File: src/rtl/seg7_pkg.sv
// Shared seven-segment definitions: digit/segment widths and active-high glyphs.
// Segment order is bit0=a .. bit6=g.
package seg7_pkg;

    localparam int DIGIT_W = 4;
    localparam int SEG_W   = 7;

    localparam logic [SEG_W-1:0] SEG_0     = 7'h3F;
    localparam logic [SEG_W-1:0] SEG_1     = 7'h06;
    localparam logic [SEG_W-1:0] SEG_2     = 7'h5B;
    localparam logic [SEG_W-1:0] SEG_3     = 7'h4F;
    localparam logic [SEG_W-1:0] SEG_4     = 7'h66;
    localparam logic [SEG_W-1:0] SEG_5     = 7'h6D;
    localparam logic [SEG_W-1:0] SEG_6     = 7'h7D;
    localparam logic [SEG_W-1:0] SEG_7     = 7'h07;
    localparam logic [SEG_W-1:0] SEG_8     = 7'h7F;
    localparam logic [SEG_W-1:0] SEG_9     = 7'h6F;
    localparam logic [SEG_W-1:0] SEG_BLANK = 7'h00;

endpackage

File: src/rtl/seg7_lut.sv
// Combinational BCD to active-high seven-segment lookup.
// Codes above 9 produce a blank digit.
module seg7_lut
    import seg7_pkg::*;
(
    input  logic [DIGIT_W-1:0] code,
    output logic [SEG_W-1:0]   seg
);

    always_comb begin
        seg = SEG_BLANK;
        case (code)
            4'd0: seg = SEG_0;
            4'd1: seg = SEG_1;
            4'd2: seg = SEG_2;
            4'd3: seg = SEG_3;
            4'd4: seg = SEG_4;
            4'd5: seg = SEG_5;
            4'd6: seg = SEG_6;
            4'd7: seg = SEG_7;
            4'd8: seg = SEG_8;
            4'd9: seg = SEG_9;
            default: seg = SEG_BLANK;
        endcase
    end

endmodule

File: src/rtl/decoder_simple.sv
// Registered BCD to seven-segment decoder for one display digit.
// The lookup is active-high; board polarity is applied just before the output register.
module decoder_simple
    import seg7_pkg::*;
#(
    parameter bit ACTIVE_LOW = 1'b1
) (
    input  logic               clk,
    input  logic               rst,
    input  logic [DIGIT_W-1:0] entrada_decoder,
    output logic [SEG_W-1:0]   salida_decoder
);

    localparam logic [SEG_W-1:0] POLARITY = {SEG_W{ACTIVE_LOW}};

    logic [SEG_W-1:0] lit;

    seg7_lut u_lut (
        .code (entrada_decoder),
        .seg  (lit)
    );

    // Reset blanks the digit in board polarity and overrides the incoming code.
    always_ff @(posedge clk) begin
        if (rst) begin
            salida_decoder <= SEG_BLANK ^ POLARITY;
        end else begin
            salida_decoder <= lit ^ POLARITY;
        end
    end

endmodule

File: config.mk
export PLATFORM = sky130hd
export DESIGN_NAME = decoder_simple
export DESIGN_NICKNAME = d
export VERILOG_FILES = /design/src/rtl/seg7_pkg.sv /design/src/rtl/seg7_lut.sv /design/src/rtl/decoder_simple.sv
export SDC_FILE = /design/constraint.sdc
export NUM_CORES = 1
export LEC_CHECK = 0
export BUFFER_PORTS_ARGS = -buffer_cell sky130_fd_sc_hd__buf_4
export CAP_MARGIN = 0
export CORE_AREA = 2 2 39 41
export CTS_BUF_LIST = sky130_fd_sc_hd__clkbuf_4 sky130_fd_sc_hd__clkbuf_8
export CTS_CLUSTER_SIZE = 40
export DETAILED_ROUTE_END_ITERATION = 10
export DIE_AREA = 0 0 41 43
export GPL_ROUTABILITY_DRIVEN = 0
export RECOVER_POWER = 100
export SYNTH_ARGS = -nofsm -noshare
export SYNTH_HDL_FRONTEND = slang
export SYNTH_SLANG_ARGS = --single-unit
File: constraint.sdc
create_clock -name clk -period 0.9 [get_ports clk]
set_input_delay 0.27 -clock clk [delete_from_list [all_inputs] [get_ports clk]]
set_output_delay 0.27 -clock clk [all_outputs]
set_load 0.005 [all_outputs]
==> flow_summary.ini, run 1 <==
[detailed_routing]
drt_iter0_drc = 9
via_per_inst = 4.44
num_vias = 315
routed_wl_um = 701
drt-pass1-iter-count = 6
avgRoutedWirePerCell_um = 9.87
ant_nets = 0
drc_errors = 0

[timing]
hold_violations = 0
setup_ws_ns = -0.0259
period_needed_ns = 0.926
setup_viol = 7
rsz0062_at_grt = true
slew_headroom_pct = 83.9
clock.fmax_mhz = 1080
fin_crit_sh_pct = 103
slew_violations = 0
worst_pin_slew_ns = 0.240
timing.hold.ws_ns = 0.277
fin_tns_setup_ns = -0.177

[pwr]
ir_worst_vdd_uv = 302
leakage_nw = 0.240
power.density_nw_per_um2 = 1510
power.total_mw = 0.799

[die]
fp.dieArea_um2 = 1760
rows = 14
io_pins = 13
fp.coreArea_um2 = 1380
die_w_um = 41
die_h_um = 43
initial_utilization_pct = 26.7

[worst_setup_path]
worstPathRequired_ns = 0.63
cpMaxStageDelayCell = dfxtp_2
crit_type = flip-flop to primary output
arrival_ns = 0.66
critical_path.max_stage_delay_ns = 0.31
end_kind = primary output
worst-path-buf-inv = 1
crit_chain = buf_6
worst_setup_path_start_kind = flip-flop
crit_fanout = 1
path_delay_family = flip-flops

[placed_design]
dpl.hpwl_um = 543
io_buffers = 12
post-place-ws_ns = -0.169

[clock_network]
clockRootBuffer = clkbuf_4
cts_made_buffers = 3
clkSlewWorstSetupHoldPaths_ns = 0.05
h-tree-depth = 1
cts.sinks = 7
tritoncts = yes
clock_path_buffers = 2
cts_setup_buffers = 0

[final_layout]
largest_reg_flops = 7
finalNetCount = 67
fin_util_pct = 38.2
layout_common_cells = 7 x buf_4, 5 x a21oi_1, 5 x buf_6, 5 x dfxtp_2
diodes = 0
largest_register = salida_decoder
areaGrowthSynthToFinish_pct = 43.4
drive_gt1_share_pct = 49.1
layout_commonest_cell = buf_4
largestRegisters = salida_decoder x7

[global_route]
grt_usage_pct = 10.0
overflow = 0
antenna_found_initial = 0
grt_pass1_vias = 306
grt_pass1_wl_mm = 1.17
grt_max_degree = 9

[yosys]
syn_inst = 38
synthesis.area_um2 = 369
ys_types = 18
syn_avg_cell_area_um2 = 9.71
syn_nets = 49
yosys_register_bits = 7
ys.warnings.count = 0
ys_seq_area_share_pct = 38.0

[flow_run]
maxCapViolations = 0

[worst_hold_path]
hold_depth = 2
hp-start = rst
worstHoldEndpoint = salida_decoder[4]
hold_path.class = input port to flip-flop

[outcome]
violations = setup timing
outcome = finished with violations
[cell type report]
cell class / instances / area [um^2]
Fill cell: 143 / 855
Multi-Input combinational cell: 26 / 200
Sequential cell: 7 / 146
Timing Repair Buffer: 14 / 118
Clock buffer: 4 / 30.0
Tap cell: 16 / 20.0
Inverter: 4 / 15.0
[Yosys cell counts, drive strengths merged]
cell / number / share of area, %
a21oi: 5 / 6.8
buf: 1 / 3.1
dfxtp: 7 / 38
ha: 5 / 17
inv: 4 / 4.1
nand2b: 4 / 9.5
nor2: 2 / 2.0
nor2b: 1 / 1.7
nor3: 2 / 4.1
nor3b: 1 / 3.4
o21ai: 2 / 2.7
o21bai: 1 / 2.0
o22ai: 2 / 3.4
xor2: 1 / 2.4
[worst max-delay path by stage]
stage	cells past startpoint	slack, ns	endpoint	from
final	1	-0.03	salida_decoder[0]	salida_decoder[0]
after global routing	1	-0.06	salida_decoder[5]	salida_decoder[5]
after CTS	1	-0.04	salida_decoder[1]	salida_decoder[1]
after detailed placement	5	-0.17	salida_decoder[3]	entrada_decoder[1]
after global placement	6	-0.17	salida_decoder[5]	entrada_decoder[1]
after floorplan	4	0.01	salida_decoder[3]	entrada_decoder[1]
[where the power goes]
group          internal [mW]  switching (mW)
combinational         0.0847          0.0658
clock                  0.199           0.106
sequential             0.336         0.00790
[metal layers]
| metal | global-route usage (%) | routed length, um |
|---|---|---|
| met1 | 10.3 | 305 |
| met2 | 15.6 | 355 |
| met3 | 3.14 | 40 |
| met4 | 8.00 | 0 |
| met5 | 0 | 0 |
[repair_timing]
item / CTS / global route
endpoints found under the setup margin: 7 / 7
pin swaps: 0 / 0
hold buffers: 0 / 0
resized for setup: 0 / 10
[logic make-up after synthesis]
family	Yosys count	synth area share, %
AOI/OAI and AO/OA	10	14.9
xor gates and xnor gates	1	2.37
adders and majority gates	5	16.9
buffers and inverters	5	7.12
DFF	7	38.0
and+or+nand+nor	10	20.7
[stage by stage]
step / cells / instance area, um^2
floorplan: 38 / 372
global placement: 67 / 485
detailed placement: 67 / 485
CTS: 71 / 515
global route: 71 / 529
finish: 71 / 529
(Power assumes the default switching activity.)
==> inputs of run 2 (changes only) <==
--- a/config.mk
+++ b/config.mk
@@ -5,13 +5,13 @@
 export SDC_FILE = /design/constraint.sdc
 export NUM_CORES = 1
 export LEC_CHECK = 0
-export BUFFER_PORTS_ARGS = -buffer_cell sky130_fd_sc_hd__buf_4
 export CAP_MARGIN = 0
 export CORE_AREA = 2 2 39 41
-export CTS_BUF_LIST = sky130_fd_sc_hd__clkbuf_4 sky130_fd_sc_hd__clkbuf_8
+export CTS_BUF_LIST = sky130_fd_sc_hd__clkbuf_8
 export CTS_CLUSTER_SIZE = 40
 export DETAILED_ROUTE_END_ITERATION = 10
 export DIE_AREA = 0 0 41 43
+export DONT_BUFFER_PORTS = 1
 export GPL_ROUTABILITY_DRIVEN = 0
 export RECOVER_POWER = 100
 export SYNTH_ARGS = -nofsm -noshare
==> run 2 against run 1 <==
The flow now finishes without violations. Combinational power decreased by 59%. Largest cell class unchanged. Worst setup slack improved by 0.11 ns. Die area unchanged. Via count decreased by 22%. First-iteration DRC count decreased by 100%. Sequential power about the same. Clock power increased by 36%. Final cell count decreased by 20%. Critical path depth decreased by 1.
==> flow_summary.ini, run 2 (synthesis gave the netlist of run 1 again) <==
[outcome]
outcome = finished clean

[detailed_routing]
drt-pass1-iter-count = 1
avgRoutedWirePerCell_um = 10.0
ant_nets = 0
drc_errors = 0
num_vias = 247
via_per_inst = 4.33
routed_wl_um = 570
drt_iter0_drc = 0

[worst_setup_path]
worstPathRequired_ns = 0.63
crit_type = flip-flop to primary output
worst_setup_path_start_kind = flip-flop
end_kind = primary output
crit_fanout = 1
arrival_ns = 0.55

[clock_network]
post_cts_resized = 0
clock_path_buffers = 2
cts_made_buffers = 3
postCtsHoldBufs = 0
h-tree-depth = 1
cts_setup_buffers = 0
clockRootBuffer = clkbuf_8
cts.sinks = 7
tritoncts = yes
clkSlewWorstSetupHoldPaths_ns = 0.04

[global_route]
grt_pass1_vias = 241
grt_usage_pct = 8.20
grt_pass1_wl_um = 952
overflow = 0
grt_max_degree = 10
antenna_found_initial = 0

[pwr]
ir_worst_vdd_uv = 422
power.total_mw = 0.819
leakage_nw = 0.182
power.density_nw_per_um2 = 1980

[timing]
setup_viol = 0
clock.fmax_mhz = 1230
period_needed_ns = 0.816
slew_headroom_pct = 80.8
hold_violations = 0
rsz0062_at_grt = false
slew_violations = 0
worst_pin_slew_ns = 0.286
fin_crit_sh_pct = 90.7

[final_layout]
largest_reg_flops = 7
layout_common_cells = 7 x dfxtp_1, 5 x a21oi_1, 5 x ha_1
largest_register = salida_decoder
drive_gt1_share_pct = 14.6
layout_commonest_cell = dfxtp_1
layout.cells.non_filler = 57
fill_cells = 151
diodes = 0
finalNetCount = 53
areaGrowthSynthToFinish_pct = 11.9
fin_util_pct = 29.8
largestRegisters = salida_decoder x7

[flow_run]
maxCapViolations = 0

[die]
initial_utilization_pct = 26.7
rows = 14
die_h_um = 43
die_w_um = 41
fp.dieArea_um2 = 1760
fp.coreArea_um2 = 1380
io_pins = 13

[placed_design]
io_buffers = 0
placed_cells = 53
dpl.hpwl_um = 459

[worst_hold_path]
hold_path.class = input port to flip-flop
-- run 2: through the flow --
| stage | setup TNS, ns | hold slack (ns) | instance area (um^2) | worst slack [ns] |
|---|---|---|---|---|
| floorplan | 0 | 0.371 | 372 | 0.0128 |
| global placement | -0.0343 | 0.377 | 380 | -0.0182 |
| detailed placement | -0.0560 | 0.377 | 380 | -0.0418 |
| CTS | 0 | 0.151 | 425 | 0.0798 |
| global route | 0 | 0.148 | 413 | 0.0536 |
| finish | 0 | 0.153 | 413 | 0.0840 |
-- run 2: final timing paths --
kind	startpoint	endpoint	slack, ns	cells past startpoint
max	salida_decoder[3]	salida_decoder[3]	0.08	0
min	rst	salida_decoder[2]	0.15	1
-- run 2: cell type report --
type                    instances  area (um^2)  area share, %
multi-input cells              26          193           46.7
inverters                       4         15.0           3.64
clock inverters                 1         3.75          0.909
clock buffers                   3         41.3           10.0
flip-flops and latches          7          140           33.9
well taps                      16         20.0           4.85
-- run 2: routing by layer --
metal	share of wire [%]	wire length (um)	vias to the layer above	track usage (%)
met5	0	0	-	0
met1	41	236	109	9.21
met2	50	284	8	11.3
met3	8.6	49	0	1.05
li1	-	-	130	-
met4	0	0	0	10.0
-- run 2: power by group --
group	total [mW]	leakage, nW	switching (mW)	internal [mW]
Sequential	0.343	0.0582	0.00926	0.334
Combinational	0.0621	0.0969	0.0296	0.0325
Clock	0.413	0.0269	0.120	0.293
Total	0.819	0.182	0.158	0.660
